**src/rtl/rom_arb_pkg.sv**
```systemverilog
// rtl/rom_arb_pkg.sv - shared constants and helpers for the ROM arbiter
package rom_arb_pkg;

    localparam int DEF_NUM_REQ    = 4;
    localparam int DEF_ADDR_WIDTH = 8;
    localparam int DEF_DATA_WIDTH = 16;
    localparam int MAX_REQ        = 8;
    localparam int MAX_IDX_W      = 3;

    // Lowest set bit wins; callers only ever pass a one-hot or all-zero vector.
    function automatic logic [MAX_IDX_W-1:0] onehot_to_idx(input logic [MAX_REQ-1:0] onehot);
        logic [MAX_IDX_W-1:0] idx;
        idx = '0;
        for (int i = MAX_REQ - 1; i >= 0; i--) begin
            if (onehot[i]) begin
                idx = MAX_IDX_W'(i);
            end
        end
        return idx;
    endfunction

endpackage

```
**src/rtl/rr_arbiter.sv**
```systemverilog
// rtl/rr_arbiter.sv - round-robin request arbiter owning the rotating priority pointer
module rr_arbiter
    import rom_arb_pkg::*;
#(
    parameter int NUM_REQ = DEF_NUM_REQ,
    parameter int PTR_W   = (NUM_REQ > 1) ? $clog2(NUM_REQ) : 1
) (
    input  logic               clk,
    input  logic               rst,
    input  logic [NUM_REQ-1:0] req,
    output logic [NUM_REQ-1:0] gnt,
    output logic [PTR_W-1:0]   gnt_idx
);

    logic [PTR_W-1:0]   rr_ptr;
    logic [MAX_REQ-1:0] gnt_ext;
    logic               found;

    // Two passes: indices at or above the pointer first, then the wrapped-around low indices.
    always_comb begin
        gnt   = '0;
        found = 1'b0;
        if (!rst) begin
            for (int i = 0; i < NUM_REQ; i++) begin
                if (!found && req[i] && (i >= int'(rr_ptr))) begin
                    gnt[i] = 1'b1;
                    found  = 1'b1;
                end
            end
            for (int i = 0; i < NUM_REQ; i++) begin
                if (!found && req[i]) begin
                    gnt[i] = 1'b1;
                    found  = 1'b1;
                end
            end
        end
    end

    always_comb begin
        gnt_ext              = '0;
        gnt_ext[NUM_REQ-1:0] = gnt;
        gnt_idx              = PTR_W'(onehot_to_idx(gnt_ext));
    end

    // Explicit wrap compare keeps non-power-of-two requester counts correct.
    always_ff @(posedge clk) begin
        if (rst) begin
            rr_ptr <= '0;
        end else if (|gnt) begin
            if (gnt_idx == PTR_W'(NUM_REQ - 1)) begin
                rr_ptr <= '0;
            end else begin
                rr_ptr <= gnt_idx + PTR_W'(1);
            end
        end
    end

endmodule

```
**src/rtl/rom_arbiter.sv**
```systemverilog
// rtl/rom_arbiter.sv - shares one registered-read ROM between several requesters
module rom_arbiter
    import rom_arb_pkg::*;
#(
    parameter int NUM_REQ    = DEF_NUM_REQ,
    parameter int ADDR_WIDTH = DEF_ADDR_WIDTH,
    parameter int DATA_WIDTH = DEF_DATA_WIDTH
) (
    input  logic                          clk,
    input  logic                          rst,
    input  logic [NUM_REQ-1:0]            req,
    input  logic [NUM_REQ*ADDR_WIDTH-1:0] req_addr,
    output logic [NUM_REQ-1:0]            gnt,
    output logic [NUM_REQ-1:0]            rsp_valid,
    output logic [DATA_WIDTH-1:0]         rsp_data,
    output logic [ADDR_WIDTH-1:0]         rom_addr,
    input  logic [DATA_WIDTH-1:0]         rom_q,
    output logic                          busy
);

    localparam int PTR_W = (NUM_REQ > 1) ? $clog2(NUM_REQ) : 1;

    logic [PTR_W-1:0]      gnt_idx;
    logic                  transfer;
    logic [ADDR_WIDTH-1:0] issue_addr;

    logic                  s1_valid;
    logic [NUM_REQ-1:0]    s1_tag;
    logic                  s2_valid;
    logic [NUM_REQ-1:0]    s2_tag;

    rr_arbiter #(
        .NUM_REQ (NUM_REQ),
        .PTR_W   (PTR_W)
    ) u_rr_arbiter (
        .clk     (clk),
        .rst     (rst),
        .req     (req),
        .gnt     (gnt),
        .gnt_idx (gnt_idx)
    );

    assign transfer = |(req & gnt);

    always_comb begin
        issue_addr = '0;
        for (int i = 0; i < NUM_REQ; i++) begin
            if (gnt_idx == PTR_W'(i)) begin
                issue_addr = req_addr[i*ADDR_WIDTH +: ADDR_WIDTH];
            end
        end
    end

    // Stage 1 carries the address into the ROM, stage 2 lines the tag up with rom_q.
    always_ff @(posedge clk) begin
        if (rst) begin
            rom_addr <= '0;
            s1_valid <= 1'b0;
            s1_tag   <= '0;
            s2_valid <= 1'b0;
            s2_tag   <= '0;
        end else begin
            s1_valid <= transfer;
            if (transfer) begin
                rom_addr <= issue_addr;
                s1_tag   <= gnt;
            end
            s2_valid <= s1_valid;
            s2_tag   <= s1_tag;
        end
    end

    assign rsp_valid = s2_valid ? s2_tag : '0;
    assign rsp_data  = rom_q;
    assign busy      = s1_valid | s2_valid;

endmodule

```
**config.mk**
```make
export PLATFORM = sky130hd
export DESIGN_NAME = rom_arbiter
export DESIGN_NICKNAME = d
export VERILOG_FILES = /design/src/rtl/rom_arb_pkg.sv /design/src/rtl/rr_arbiter.sv /design/src/rtl/rom_arbiter.sv
export SDC_FILE = /design/constraint.sdc
export NUM_CORES = 1
export LEC_CHECK = 0
export CAP_MARGIN = 5
export CORE_MARGIN = 10
export CORE_UTILIZATION = 28
export DETAILED_ROUTE_END_ITERATION = 10
export DONT_BUFFER_PORTS = 1
export PLACE_DENSITY = 0.49
export SYNTH_ARGS = -nofsm -noshare
export SYNTH_HDL_FRONTEND = slang
export SYNTH_SLANG_ARGS = --single-unit
```
**constraint.sdc**
```tcl
create_clock -name clk -period 5.8 [get_ports clk]
set_input_delay 0.58 -clock clk [delete_from_list [all_inputs] [get_ports clk]]
set_output_delay 0.58 -clock clk [all_outputs]
set_load 0.05 [all_outputs]
```
Word level (Yosys, flattened, before mapping). Cells that the tools add are included.

Word-level logic and storage cells: 67. Bits of input ports: 54. Output and inout bits: 33. Register bits after elaboration: 20.

Magnitude comparators: 3. Multiplexer cells: 32. Bitwise gates (word level): 2. $add $sub $neg: 1. Eq/ne operators: 3. Reductions and logical operators: 20.

Operators with widths (count): $mux 8 (4); $mux 1 (21); $logic_and 1x1->1 (10); $mux 2 (5); $mux 4 (2); $reduce_or 4->1 (2); $logic_not 1->1 (7); $and 4x4->4 (1); $eq 2x2->1 const B (2); $ge 1x2->1 const A (2); $add 2x1->2 const B (1); $eq 2x1->1 const B (1); $ge 2x2->1 const A (1); $logic_not 2->1 (1); $or 1x1->1 (1).

Longest topological paths before layout.
Depth in word-level cells: 43. Gate-level depth with buffers: 13. Gate-level depth less buffers: 9.

Hierarchy. Synthesis repeated with hierarchy kept, for this count alone.

Cell total of the unflattened synthesis: 147. Area, all modules: 1312.5 µm².

By module, submodules not included: rom_arbiter (cells an instance 101, seq. area each 360.3 µm², area each 1003.5 µm², instances 1); rr_arbiter (cells an instance 46, seq. area each 40.0 µm², area each 309.0 µm², instances 1).

Least setup slack after synthesis. Ideal clock, no wire load.

Path type: input -> output. Start point: input port req[0]. End point: output port gnt[2]. Data required time: 5.220 ns. Arrival: 2.312 ns. Stages: 5. Slack: 2.908 ns. Buffers on the path: 1. Cell sequence: buf_6 or2_2 a21oi_1 inv_1 o21ai_0.

Longest elaborated chain between the ends: 29. Elaborated cells on any way between the ends: 30. Classes of those cells: mux (15); reduce/logical (15).

Ends and longest elaborated chain: start, declared (RTL line rom_arbiter.sv:11) `input logic [NUM_REQ-1:0] req,`; $logic_and 1x1->1 (RTL line rr_arbiter.sv:25) `if (!found && req[i] && (i >= int'(rr_ptr))) begin`; $mux 1 (RTL line rr_arbiter.sv:25); $mux 1 (RTL line rr_arbiter.sv:23) `if (!rst) begin`; $logic_not 1->1 (RTL line rr_arbiter.sv:25); $logic_and 1x1->1 (2 in series) (RTL line rr_arbiter.sv:25); $mux 1 (RTL line rr_arbiter.sv:25); $mux 1 (RTL line rr_arbiter.sv:23); $logic_not 1->1 (RTL line rr_arbiter.sv:25); (+12 left out); $logic_not 1->1 (RTL line rr_arbiter.sv:31) `if (!found && req[i]) begin`; $logic_and 1x1->1 (RTL line rr_arbiter.sv:31); $mux 1 (RTL line rr_arbiter.sv:31); $mux 1 (RTL line rr_arbiter.sv:23); $logic_not 1->1 (RTL line rr_arbiter.sv:31); $logic_and 1x1->1 (RTL line rr_arbiter.sv:31); $mux 1 (*) (RTL line rr_arbiter.sv:31); $mux 4 (*) (RTL line rr_arbiter.sv:23); end, declared (RTL line rom_arbiter.sv:13) `output logic [NUM_REQ-1:0] gnt,`.

Mark *: on every way between the ends. The rest lies on a longest branch, timed or not. The select of a mux whose other input is x is not followed.

Final worst setup path.
Start point: register u_rr_arbiter.rr_ptr[1]. End point: register rom_addr[2].

Longest elaborated chain between the ends: 43. Elaborated cells on any way between the ends: 56. Classes of those cells: order compare (3); eq/ne (3); mux (30); bitwise (1); reduce/logical (19).

Ends and longest elaborated chain: start, declared (RTL line rr_arbiter.sv:15) `logic [PTR_W-1:0] rr_ptr;`; start signal, assigned (RTL line rr_arbiter.sv:53) `rr_ptr <= gnt_idx + PTR_W'(1);`; $ge 1x2->1 (RTL line rr_arbiter.sv:25); $logic_and 1x1->1 (RTL line rr_arbiter.sv:25); $mux 1 (RTL line rr_arbiter.sv:25); $mux 1 (RTL line rr_arbiter.sv:23); $logic_not 1->1 (RTL line rr_arbiter.sv:25); $logic_and 1x1->1 (2 in series) (RTL line rr_arbiter.sv:25); $mux 1 (RTL line rr_arbiter.sv:25); $mux 1 (RTL line rr_arbiter.sv:23); (+20 left out); $mux 1 (RTL line rr_arbiter.sv:23); $logic_not 1->1 (RTL line rr_arbiter.sv:31); $logic_and 1x1->1 (RTL line rr_arbiter.sv:31); $mux 1 (RTL line rr_arbiter.sv:31); $mux 4 (*) (RTL line rr_arbiter.sv:23); $mux 2 (4 in series) (RTL line rom_arb_pkg.sv:15) `if (onehot[i]) begin`; $logic_not 2->1 (RTL line rom_arbiter.sv:48) `if (gnt_idx == PTR_W'(i)) begin`; $mux 8 (4 in series) (RTL line rom_arbiter.sv:48); end signal, assigned (RTL line rom_arbiter.sv:65) `rom_addr <= issue_addr;`; end, declared (RTL line rom_arbiter.sv:16) `output logic [ADDR_WIDTH-1:0] rom_addr,`.

Marks and branches as above. A chain may end at the register's enable or synchronous reset.

==> results by group <==
Clock network
  – Hold_buf cts: 0
  – Clk buf depth: 2
  – Clock latency on the worst-skew pair: approximately 0.26 ns
  – Clk root buf: clkbuf_8
  – Postcts setup bufs: 0
  – Post-cts gate resize count: 0
  – Worst-path clk slew: 0.08 ns
  – TritonCTS clock tree: yes
  – H-tree Lvls: 1
  – Clk sinks: 20
  – Num CTS Buffers: 3

Run
  – Max-Cap Viols: 0

Power and ir drop
  – Static leakage: roughly 0.00053 µW
  – Tot Pwr: 438 µW
  – IR drop worst, VDD: approximately 110 µV
  – Power density over the cells: between 300 and 400 nW/µm²

Logic synthesis
  – Xor/xnor share of the synthesized area: 0
  – Avg Inst Size Synth: around 8 µm²
  – Synth warn: 0
  – Area contributors post-synth: dfxtp_1 (28%), buf_4 (8.4%), a221o_1 (4.9%)
  – Largest family of logic cells by synthesized area: compound AO/OA/AOI/OAI gates
  – Largest area contributor in the netlist: dfxtp_1
  – Post-synthesis compound-gate area fraction: 0.287
  – Register bit total from synthesis: 20
  – Mapped Nets: 238
  – Multiplexer area fraction after synthesis: 0.0331
  – Mapped Cells: 180
  – Simple-Gate Fraction of Synth Area: 0.187
  – Synth top area share: 0.279
  – Register area share after synthesis: 0.279
  – Post-Synth Adder-Cell Area: 0.0348
  – Synth cell types: ~40
  – Post-synthesis cell area: between 1000 and 1500 µm²

STA
  – Max Slew Vio Count: 0
  – RSZ-0062 raised after global routing: no
  – Fin crit period: 2.81 ns
  – Clock Skews: between 0.003 and 0.004 ns
  – Setup ws final: 2.99 ns
  – Final period util: 0.485
  – Setup violators final: 0
  – Final Hold Violating Endpoints: 0
  – Worst hold margin: between 0.3 and 0.4 ns
  – Achievable Freq: 0.355 GHz
  – Relative slew slack: 0.339
  – TNS Setup: 0 ns
  – Slew @ Worst Pin: 0.984 ns

Route
  – Final antenna-violating net count: 0
  – Iteration-0 DRC count of the detailed router: 47
  – Via count: 1163
  – DR pass1 iterations: 5
  – WL final: around 4100 µm
  – DR vias/cell: ~5.2
  – Wirelength per Cell: roughly 18 µm
  – Residual DRC count: 0

Setup path
  – Critical Path Start Type: register
  – Critical path class: register to register
  – Worst-path fanout max: 15
  – Worst endpoint required time: 6.00 ns
  – CP Capture Type: register
  – Critical Path AT: roughly 3 ns

Final layout
  – Nets: about 210
  – Final core utilization: 0.279
  – Area delta synth->final: -2.18%
  – Most common cell after layout, fill and taps aside: dfxtp_1
  – Layout cells sized above 1: 0.103
  – # diodes: 0
  – Commonest non-fill, non-tap cells in the layout: dfxtp_1 (20), inv_1 (18), nand2_1 (14), o21ai_0 (13), nor2b_1 (9)
  – Fillcell total: roughly 570

Floorplanning
  – Die width: about 92 µm
  – Starting Density: 0.285
  – Boundary Pins: 87
  – Die area: 8400 µm²
  – Core Region: just over 5000 µm²
  – Chip height: slightly above 90 µm
  – FP Rows: 26

Run status
  – Status: finished, final reports clean

Worst hold path
  – Hold Crit Class: primary input to register

Placed design
  – Hpwl dp: 3270 µm
  – Pre-CTS setup slack: ~2.9 ns
  – Routability Congestion: between 0.7 and 0.8
  – IO Port Bufs: 0

Global route
  – First-pass GRT wire length: approximately 6500 µm
  – Initial antenna violation count: 0
  – Vias in the first global route: about 1.1k
  – Largest net degree at the start of global routing: 26
  – Total Routing Usage GR: 0.0960
  – Total gr overflow: 0
## registers in the layout (all words and copies together) (netlist names)
signal and flops:
s1_tag 4, s1_valid 1, rom_addr 8, u_rr_arbiter.rr_ptr 2, s2_valid 1, s2_tag 4
## layout make-up
cell class              count  area (µm²)  share of cell area
clock inverters             1        30.0              0.0214
flip-flops and latches     20         400               0.285
clock buffers               3        41.3              0.0294
well taps                  70        87.6              0.0623
inverters                  18        67.6              0.0481
multi-input cells         113         778               0.554
## per-layer routing
layer | share of wire | global-route usage
met1 | 0.42 | 0.116
met2 | 0.45 | 0.144
met3 | 0.13 | 0.0562
met4 | 0.0046 | 0.0196
met5 | 0 | 0
## cell usage after synthesis
cell	number
nor3_1	1
o21bai_1	1
a31o_2	2
ha_1	4
a31oi_1	1
a311oi_2	1
mux2i_4	1
nor3_4	1
nand2_2	1
buf_4	16
buf_6	2
nand3_1	3
mux2i_1	1
nand2b_1	3
a221o_1	7
clkbuf_2	2
o21a_1	1
clkbuf_1	6
nand3b_1	1
a22oi_1	1
o21ai_0	14
nor2b_1	9
nand4_1	1
and2_1	4
buf_2	3
a221oi_1	7
mux2_4	1
nor4_1	1
o211ai_1	8
a21oi_1	8
nor2_1	6
o2bb2ai_1	1
nand2_1	14
o2111a_1	1
dfxtp_1	20
o221ai_2	1
a2bb2oi_1	1
and3_1	1
or2_2	4
inv_1	18
o21ai_1	1
## report_power, final
group,internal (µW),switching (µW)
Clock,92.1,51.4
Combinational,39.5,59.0
Sequential,152,43.7
Total,284,154
## logic make-up (layout without fill, tap and decap cells)
group / count (synthesis) / after routing
compound gates: 56 / 56
simple gates: 50 / 50
buf+inv: 47 / 22
flops: 20 / 20
fa+ha+maj: 4 / 4
mux: 3 / 3
## path summary, 6_finish.rpt
| check | from | to | slack, ns | depth (start not counted) |
|---|---|---|---|---|
| max | u_rr_arbiter.rr_ptr[1] | rom_addr[2] | 2.99 | 8 |
| max reg2reg | u_rr_arbiter.rr_ptr[1] | rom_addr[2] | 2.99 | 8 |
| min reg2reg | s1_valid | s2_valid | 0.46 | 1 |
| min | rst | u_rr_arbiter.rr_ptr[0] | 0.38 | 1 |
## per-stage QoR
stage,std cells,cell area [µm²]
2_1_floorplan,180,1440
3_3_place_gp,221,1330
3_5_place_dp,221,1330
4_1_cts,225,1410
5_1_grt,225,1410
6_report,225,1410
## worst max-delay path: stages (launching register included)
cell and delay [ns]:
dfxtp_1 0.59, mux2i_1 0.25, nor2_1 0.07, nor4_1 0.49, ha_1 0.49, nor2b_1 0.23
a221oi_1 0.38, o211ai_1 0.14, o21ai_0 0.10
No activity file was read; power rests on OpenSTA's default activity.
